<file path="src/rtl/apb4_timer.sv">
// APB4 general-purpose timer: prescaled 32-bit up-counter with compare match,
// one-shot or periodic mode and a registered level interrupt.
module apb4_timer #(
    parameter int ADDR_W  = 32,
    parameter int DATA_W  = 32,
    parameter int PRESC_W = 16
) (
    input  logic                clk,
    input  logic                rst,
    input  logic [ADDR_W-1:0]   paddr,
    input  logic                psel,
    input  logic                penable,
    input  logic                pwrite,
    input  logic [DATA_W-1:0]   pwdata,
    input  logic [DATA_W/8-1:0] pstrb,
    input  logic [2:0]          pprot,
    output logic [DATA_W-1:0]   prdata,
    output logic                pready,
    output logic                pslverr,
    output logic                irq_out
);

    localparam logic [4:0] OFF_CTRL  = 5'h00;
    localparam logic [4:0] OFF_PRESC = 5'h04;
    localparam logic [4:0] OFF_COUNT = 5'h08;
    localparam logic [4:0] OFF_CMP   = 5'h0C;
    localparam logic [4:0] OFF_STAT  = 5'h10;

    function automatic logic [DATA_W-1:0] f_merge(input logic [DATA_W-1:0] old_val,
                                                  input logic [DATA_W-1:0] wdat,
                                                  input logic [DATA_W/8-1:0] strb);
        logic [DATA_W-1:0] res;
        res = old_val;
        for (int b = 0; b < DATA_W/8; b++) begin
            if (strb[b]) res[b*8 +: 8] = wdat[b*8 +: 8];
        end
        return res;
    endfunction

    logic                r_en;
    logic                r_periodic;
    logic                r_ie;
    logic [PRESC_W-1:0]  r_presc;
    logic [PRESC_W-1:0]  r_pcnt;
    logic [DATA_W-1:0]   r_count;
    logic [DATA_W-1:0]   r_cmp;
    logic                r_pend;
    logic                r_irq;
    logic [DATA_W-1:0]   r_prdata;

    logic [4:0]          w_off;
    logic                w_access;
    logic                w_bad;
    logic                w_wr;
    logic                w_rd;
    logic                w_wr_ctrl;
    logic                w_wr_presc;
    logic                w_wr_count;
    logic                w_wr_cmp;
    logic                w_w1c;
    logic [DATA_W-1:0]   w_rdata;
    logic [DATA_W-1:0]   w_merge;
    logic                w_tick;
    logic                w_match;
    logic                w_unused;

    assign w_unused   = ^{paddr[ADDR_W-1:5], pprot};

    assign w_off      = paddr[4:0];
    assign w_access   = psel & penable;
    assign w_bad      = (w_off[1:0] != 2'b00) | (w_off > OFF_STAT);
    assign w_wr       = w_access & pwrite & ~w_bad;
    assign w_rd       = w_access & ~pwrite;
    assign w_wr_ctrl  = w_wr & (w_off == OFF_CTRL);
    assign w_wr_presc = w_wr & (w_off == OFF_PRESC);
    assign w_wr_count = w_wr & (w_off == OFF_COUNT);
    assign w_wr_cmp   = w_wr & (w_off == OFF_CMP);
    assign w_w1c      = w_wr & (w_off == OFF_STAT) & pstrb[0] & pwdata[0];

    always_comb begin
        w_rdata = '0;
        case (w_off)
            OFF_CTRL:  w_rdata = {{(DATA_W-3){1'b0}}, r_ie, r_periodic, r_en};
            OFF_PRESC: w_rdata = DATA_W'(r_presc);
            OFF_COUNT: w_rdata = r_count;
            OFF_CMP:   w_rdata = r_cmp;
            OFF_STAT:  w_rdata = {{(DATA_W-1){1'b0}}, r_pend};
            default:   w_rdata = '0;
        endcase
    end

    // Partial-strobe writes merge into the addressed register's current value.
    assign w_merge = f_merge(w_rdata, pwdata, pstrb);

    assign w_tick  = r_en & (r_pcnt == r_presc);
    // A COUNT write in the same cycle suppresses match evaluation.
    assign w_match = w_tick & ~w_wr_count & (r_count == r_cmp);

    always_ff @(posedge clk or posedge rst) begin
        if (rst) begin
            r_en       <= 1'b0;
            r_periodic <= 1'b0;
            r_ie       <= 1'b0;
            r_presc    <= '0;
            r_pcnt     <= '0;
            r_count    <= '0;
            r_cmp      <= '0;
            r_pend     <= 1'b0;
            r_irq      <= 1'b0;
            r_prdata   <= '0;
        end else begin
            if (w_wr_ctrl) begin
                r_en       <= w_merge[0];
                r_periodic <= w_merge[1];
                r_ie       <= w_merge[2];
            end else if (w_match && !r_periodic) begin
                r_en <= 1'b0;
            end

            if (w_wr_presc) r_presc <= w_merge[PRESC_W-1:0];
            if (w_wr_cmp)   r_cmp   <= w_merge;

            if (w_wr_count)  r_count <= w_merge;
            else if (w_tick) r_count <= w_match ? '0 : r_count + 1'b1;

            if (w_match)    r_pend <= 1'b1;
            else if (w_w1c) r_pend <= 1'b0;

            // Restarting on CTRL/PRESC writes makes the first tick a full period away.
            if (!r_en || w_wr_ctrl || w_wr_presc || w_tick) r_pcnt <= '0;
            else                                             r_pcnt <= r_pcnt + 1'b1;

            r_irq <= r_pend & r_ie;

            if (w_rd) r_prdata <= w_bad ? '0 : w_rdata;
        end
    end

    assign prdata  = r_prdata;
    assign pready  = 1'b1;
    assign pslverr = w_access & w_bad;
    assign irq_out = r_irq;

endmodule

</file>
<file path="config.mk">
export PLATFORM = sky130hd
export DESIGN_NAME = apb4_timer
export DESIGN_NICKNAME = d
export VERILOG_FILES = /design/src/rtl/apb4_timer.sv
export SDC_FILE = /design/constraint.sdc
export NUM_CORES = 1
export LEC_CHECK = 0
export CAP_MARGIN = 0
export CORE_MARGIN = 10
export CORE_UTILIZATION = 46
export DETAILED_ROUTE_END_ITERATION = 7
export HOLD_SLACK_MARGIN = 0.1
export PLACE_DENSITY = 0.76
export SETUP_SLACK_MARGIN = 0.05
export SLEW_MARGIN = 20
export SYNTH_ARGS = -nofsm -noshare
export SYNTH_HDL_FRONTEND = slang
export SYNTH_SLANG_ARGS = --single-unit
</file>
<file path="constraint.sdc">
create_clock -name clk -period 12.5 [get_ports clk]
set_input_delay 3.125 -clock clk [delete_from_list [all_inputs] [get_ports clk]]
set_output_delay 3.125 -clock clk [all_outputs]
set_load 0.01 [all_outputs]
</file>
Yosys cells after proc, flatten, opt, wreduce, memory -nomap -nowiden
Cells that the tools add are included.

word-level totals
  word-level logic and storage cells = 64
  bits in registers = 133
  output and inout port bits = 35

operators by class
  reductions and logical operators = 11
  multiplexer cells = 14
  magnitude comparators = 1
  bitwise gates (word level) = 20
  eq/ne operators = 6
  add/subtract/negate cells = 2

operator list
  operator                                              count
  case mux 32 bit (5 select lines)                      1
  2-to-1 mux 32 bit                                     4
  adder 32 x 1 -> 32 bit, second input constant         1
  == test 32 bit                                        1
  2-to-1 mux 8 bit                                      4
  adder 16 x 1 -> 16 bit, second input constant         1
  bitwise AND 1 bit                                     16
  == test 16 bit                                        1
  2-to-1 mux 16 bit                                     1
  == test 5 x 4 -> 1 bit, second input constant         2
  nonzero test 2 bit                                    4
  == test 5 x 3 -> 1 bit, second input constant         1
  == test 5 bit, second input constant                  1
  greater-than comparator 5 bit, second input constant  1
  logical NOT 5 bit                                     1
  2-to-1 mux 1 bit                                      4
  logical OR 1 bit                                      3
  NOT 1 bit                                             3
  logical NOT 1 bit                                     2
  logical AND 1 bit                                     1
  bitwise OR 1 bit                                      1

Depth between registers and ports, before layout
Gate-level depths: netlist of run 1.

  depth after elaboration = 11
  mapped depth = 10

Least setup slack after synthesis of run 1
Ideal clock, no wire load.

  path type = input -> output
  start point = in paddr[2]
  end point = out pslverr
  setup slack = 5.837 ns
  data required time = 9.375 ns
  cell stages on the path = 3
  arrival time = 3.538 ns
  path through = o21ai_0 -> nand2_1 -> and3_1

between the ends
  cells in the longest elaborated chain, start to end = 3

RTL lines
  item                           line  source
  start: declaration             10    input logic [ADDR_W-1:0] paddr,
  greater-than comparator 5 bit  71    assign w_bad = (w_off[1:0] != 2'b00) | (w_off > OFF_STAT);
  bitwise OR 1 bit               71
  bitwise AND 1 bit              141   assign pslverr = w_access & w_bad;
  end: declaration               19    output logic pslverr,

Every way passes these cells.

Worst setup path after layout of run 1
  start point = in paddr[3]
  end point = out pslverr

The elaborated chain is that of the path after synthesis.

==> results of run 1 <==
[layout make-up]
type,instances,area [sq um]
fill,1408,6934
multi-input combinational,573,3725
sequential,133,3328
timing repair buffer,88,858.3
clock buffer,25,495.5
tap,216,270.3
inverter,29,111.4
clock inverter,4,47.55
[cells by family after synthesis]
family          after synthesis  share of synthesized area
mux                          86                     0.1250
other cells                   1                  0.0005097
xor+xnor                     62                    0.07381
flops                       133                     0.4524
simple gates                252                     0.1650
fa+ha+maj                     2                   0.003401
buf+inv                      85                    0.04439
compound gates              170                     0.1355
[metal layers]
layer  GRT usage  wire length [um]
met2      0.2791              8845
met4     0.06306               362
met1      0.2432              8806
met3     0.04203              1350
met5           0                 0
[cell usage in the layout (no fill, tap or decap), types with 10 or more instances in the layout]
| cell type | synthesis | layout |
|---|---|---|
| nand3_1 | 22 | 22 |
| a31oi_1 | 21 | 21 |
| and3_1 | 12 | 12 |
| mux2i_1 | 39 | 39 |
| a21oi_1 | 29 | 29 |
| nor2_1 | 63 | 62 |
| inv_1 | 29 | 28 |
| nand4_1 | 12 | 12 |
| nor4_1 | 13 | 13 |
| or3_1 | 10 | 10 |
| dfrtp_1 | 133 | 133 |
| xnor2_1 | 14 | 14 |
| o21ai_0 | 81 | 81 |
| mux2_2 | 47 | 47 |
| a22oi_1 | 17 | 17 |
| clkbuf_16 | 0 | 17 |
| nand2_1 | 79 | 78 |
| xor2_1 | 48 | 48 |
| and2_1 | 10 | 10 |
| clkdlybuf4s50_1 | 0 | 79 |
[power by group through the flow]
stage	combinational, mW	sequential (mW)	clock (mW)
finish	0.174	0.480	0.465
global route	0.194	0.483	0.489
CTS	0.174	0.478	0.472
detailed placement	0.171	0.486	0
global placement	0.167	0.485	0
floorplan	0.124	0.472	0
[metrics by stage]
stage | instances | instance area [sq um]
global route | 1068 | 8836
detailed placement | 1039 | 8290
finish | 1068 | 8836
CTS | 1068 | 8833
global placement | 1039 | 8290
floorplan | 791 | 7357
[worst max-delay path: cells and delay by family]
family / cells / cell delay (ns)
compound gates: 1 / 0.13
buf+inv: 3 / 1.31
simple gates: 2 / 0.26
[state kept, by name, summed over array words and instances, names as in the netlist]
signal      flops
irq_out         1
prdata         32
r_cmp          32
r_count        32
r_en            1
r_ie            1
r_pcnt         16
r_pend          1
r_periodic      1
r_presc        16
[how the worst max path moves through the flow]
stage	end	slack [ns]	cells after the start
finish	pslverr	4.54	6
global route	pslverr	4.42	6
CTS	pslverr	4.54	6
detailed placement	pslverr	4.55	6
global placement	pslverr	4.56	6
floorplan	irq_out	5.82	1
==> run_results.csv, run 1 <==
group,metric,value,unit
cells_and_area,areaGrowthSynthToFinish,20.10,%
yosys,yosysMostFrequentCell,"dfrtp_1",
setup_path,cp-end-kind,"output port",
yosys,synth_top_area_frac,0.4524,
setup_path,r2r_end,"r_count[8]",
timing,maxSlewHeadroom,0.3393,
hold_path,hp-start,"prdata[20]",
route,dr_total_vias,6015,
route,drc,0,
cells_and_area,post-route-util,0.5603,
place,portBuffers,79,
route,drt_iter0_drc,558,
cells_and_area,drive_gt1_frac,0.1009,
setup_path,arrival,4.83,ns
timing,fin_crit_sh,0.6365,
setup_path,crit_type,"in -> out",
cells_and_area,diodes,0,
timing,setup_slack,4.543,ns
timing,fin_crit,7.957,ns
setup_path,r2r_setup_slack,9.47,ns
yosys,ys_seq_area_frac,0.4524,
yosys,synthTopCellsByArea,"dfrtp_1 (45%), mux2_2 (7.2%), xor2_1 (5.7%)",
power_and_ir_drop,netSwitchingFraction,0.2762,
floorplan,ioPinCount,111,
route,viasPerCell,5.632,
setup_path,setup.worst_path.start,"paddr[3]",
power_and_ir_drop,p_leak,3.865,nW
grt,grt-ovfl-total,0,
timing,finalHoldWorstSlack,0.4738,ns
timing,drv_slew,0,
place,pre_cts_ws,4.553,ns
place,dpl.hpwl,13150,um
yosys,synth_enable_flop_cells,0,
cts,cts_setup_buffers,0,
power_and_ir_drop,p_comb_frac,0.156,
cts,hold_buffers,0,
yosys,synth_cell_type_count,47,
hold_path,worstHoldPathCells,2,
power_and_ir_drop,p_clk_frac,0.415,
hold_path,hp-class,"reg -> reg",
yosys,synth.cell_area,0.007357,sq mm
power_and_ir_drop,seq_power_share,0.429,
power_and_ir_drop,ir_worst_vdd,110.1,uV
yosys,synth_ff_type,"dfrtp_1",
setup_path,crit_path_max_fanout,21,
setup_path,max_stage_delay,0.53,ns
route,drtAntennaViolNets,0,
yosys,netlist_top_cells_count,"dfrtp_1 (133), o21ai_0 (81), nand2_1 (79)",
cts,cts_tree,"built",
cts,cts.sinks,133,
floorplan,die_h,146.5,um
floorplan,rows,46,
route,post_drt_wl_per_cell,18.13,um
yosys,synth_cells,791,
grt,grt_max_degree,78,
cts,clkLatencyLatePin,0.43,ns
timing,hold_viol,0,
grt,antenna_found_initial,0,
setup_path,cp-start-kind,"input pin",
floorplan,die_area,0.02145,sq mm
cts,clockBufferDepth,2,
power_and_ir_drop,p_int,809.9,uW
route,first_pass_iters,6,
place,gp_congestion,0.8713,
power_and_ir_drop,p_sw,309.0,uW
job,max-cap-violations,0,
timing,worst_slew_pin_slew,0.9911,ns
setup_path,required,9.38,ns
timing,setup_tns,0,ns
yosys,ys_warn_count,0,
hold_path,hold_path_end,"prdata[20]",
timing,setup_viol,0,
setup_path,reg2reg_depth,8,
timing,clock.fmax,125.7,MHz
grt,grt_pass1_vias,5891,
yosys,synth_largest_area_cell,"dfrtp_1",
yosys,syn_nets,869,
grt,grtUsageTotal,0.1808,
grt,grt_pass1_wl,31760,um
cts,root_buffer,"clkbuf_16",
route,wl,19370,um
floorplan,start_util,0.4665,
cts,cts_buffers,17,
yosys,synth_seq_cells,133,
yosys,avgSynthCellArea,9.301,sq um
cts,cts_resized,0,
power_and_ir_drop,power.density,126.6,mW/mm^2
timing,rsz0062_at_grt,"false",
yosys,ys_async_sr_fraction,1.000,
setup_path,worstPathCellList,"clkdlybuf4s50_1, buf_4, o21ai_0, nand2_1, and3_1, clkdlybuf4s50_1",
setup_path,cp_slowest_cell,"clkdlybuf4s50_1",
setup_path,r2r-start,"r_pcnt[2]",
cells_and_area,nets,920,
power_and_ir_drop,total_power,1.119,mW
setup_path,cp_common_cell,"clkdlybuf4s50_1",
floorplan,dieWidth,146.5,um
cts,clk_pin_slew,0.05,ns
timing,clock_skew,0.006170,ns
floorplan,core,0.01577,sq mm
cts,htreeDepth,4,
status,status,"complete, no violations",
(Power assumes the default switching activity.)
==> run 2, diff against run 1 <==
Settings changed: PLACE_DENSITY 0.76 to 0.78.
Clock period 12.5 ns to 7 ns, I/O delays scaled along.
==> run 2 against run 1 <==
  * Die area unchanged
  * Design area up 0.47%
  * Hold slack better by 0.00086 ns
  * Count of clock-buffer cells in the layout unchanged
  * Register-to-register slack got worse by 5.6 ns
  * Routed wire length increased by 0.48%
  * Flip-flop and latch count unchanged
  * Via count rose by 1.9%
  * Clock skew up 0.0029 ns
  * Critical endpoint unchanged
==> run_results.csv, run 2 (synthesis results as in run 1) <==
group,metric,value,unit
status,status,"complete, no violations",
power_and_ir_drop,p_int,1.471,mW
cells_and_area,areaGrowthSynthToFinish,20.66,%
timing,rsz0062_at_grt,"false",
timing,setup_tns,0,ns
cells_and_area,drive_gt1_frac,0.1064,
cts,clk_pin_slew,0.05,ns
grt,grt-ovfl-total,0,
cts,clkLatencyLatePin,0.43,ns
timing,maxSlewHeadroom,0.3476,
job,max-cap-violations,0,
route,first_pass_iters,8,
setup_path,cp-end-kind,"output port",
grt,antenna_found_initial,0,
cells_and_area,stdcell_count,1071,
timing,fin_crit,5.211,ns
floorplan,core,0.01577,sq mm
timing,clock_skew,0.009058,ns
place,dpl.hpwl,13230,um
setup_path,cp-start-kind,"input pin",
cts,root_buffer,"clkbuf_16",
route,drc,0,
cells_and_area,post-route-util,0.5629,
route,wl,19460,um
cts,cts.sinks,133,
setup_path,required,5.25,ns
power_and_ir_drop,netSwitchingFraction,0.2756,
power_and_ir_drop,p_leak,3.885,nW
cts,cts_buffers,17,
timing,clock.fmax,191.9,MHz
hold_path,hp-class,"reg -> reg",
timing,setup_slack,1.789,ns
place,placed_cells_incl_taps,1039,
place,portBuffers,79,
route,dr_total_vias,6131,
route,drtAntennaViolNets,0,
cts,hold_buffers,0,
route,viasPerCell,5.725,
place,gp_congestion,0.8271,
grt,grt_max_degree,80,
setup_path,arrival,3.46,ns
timing,worst_slew_pin_slew,0.9786,ns
cells_and_area,nets,920,
timing,drv_slew,0,
floorplan,die_h,146.5,um
floorplan,rows,46,
place,pre_cts_ws,1.793,ns
floorplan,ioPinCount,111,
power_and_ir_drop,p_sw,559.8,uW
timing,hold_viol,0,
setup_path,crit_path_max_fanout,21,
cts,cts_setup_buffers,0,
cts,htreeDepth,4,
cts,clockBufferDepth,2,
cells_and_area,final_cell_mix,"dfrtp_1 (133), o21ai_0 (81), clkdlybuf4s50_1 (79)",
grt,grtUsageTotal,0.1822,
cts,cts_resized,0,
route,drt_iter0_drc,621,
floorplan,start_util,0.4665,
power_and_ir_drop,seq_power_share,0.422,
timing,setup_viol,0,
grt,grt_pass1_vias,6039,
cts,cts_tree,"built",
floorplan,die_area,0.02145,sq mm
route,post_drt_wl_per_cell,18.17,um
setup_path,crit_type,"in -> out",
cells_and_area,layout_commonest_cell,"dfrtp_1",
timing,fin_crit_sh,0.7445,
floorplan,dieWidth,146.5,um
power_and_ir_drop,p_clk_frac,0.427,
power_and_ir_drop,ir_worst_vdd,196.8,uV
power_and_ir_drop,power.density,228.8,mW/mm^2
power_and_ir_drop,p_comb_frac,0.151,
cells_and_area,diodes,0,
grt,grt_pass1_wl,31990,um
-- run 2: changes by cell type in the layout (fill, tap and decap cells not counted), sizes merged --
cell,previous run,this run
clkinv,2,4
clkinvlp,1,2
-- run 2: area by class of cell --
| cell class | count | area (sq um) |
|---|---|---|
| clock buffers | 25 | 515.5 |
| clock inverters | 7 | 68.82 |
| fillers | 1407 | 6893 |
| inverters | 29 | 111.4 |
| multi-input cells | 573 | 3725 |
| flip-flops and latches | 133 | 3328 |
| well taps | 216 | 270.3 |
| repair buffers | 88 | 858.3 |
-- run 2: per-stage QoR --
step | area, sq um | total power, mW | hold slack, ns
after floorplan | 7357 | 1.064 | 0.4688
after global placement | 8290 | 1.164 | 0.4616
after detailed placement | 8290 | 1.171 | 0.4699
after CTS | 8875 | 2.040 | 0.4822
after global routing | 8877 | 2.122 | 0.5146
final | 8877 | 2.031 | 0.4747
-- run 2: worst paths after layout --
check                      cells after the start  slack, ns          end       start
max in group asynchronous                      3       3.79  r_count[19]         rst
max reg2reg                                    8       3.92   r_count[9]  r_presc[2]
min                                            2       0.47   prdata[22]  prdata[22]
max                                            6       1.79      pslverr    paddr[3]
min in group asynchronous                      2       1.91    r_pcnt[2]         rst
min reg2reg                                    2       0.47   prdata[22]  prdata[22]
-- run 2: power by group through the flow --
stage          clock network (mW)  logic [mW]  registers, mW
2_1_floorplan                   0       0.221          0.843
3_3_place_gp                    0       0.297          0.866
3_5_place_dp                    0       0.303          0.868
4_1_cts                     0.879       0.306          0.855
5_1_grt                     0.916       0.345          0.862
6_report                    0.867       0.307          0.857
-- run 2: routing by layer --
metal | track usage | wire length [um]
met1 | 0.2464 | 8838
met2 | 0.2682 | 8575
met3 | 0.05192 | 1553
met4 | 0.07307 | 490
met5 | 0 | 0
-- run 2: worst max-delay path, cell delays in order --
cell             delay [ns]
clkdlybuf4s50_1        0.46
buf_4                  0.33
o21ai_0                0.13
nand2_1                0.10
and3_1                 0.15
clkdlybuf4s50_1        0.53
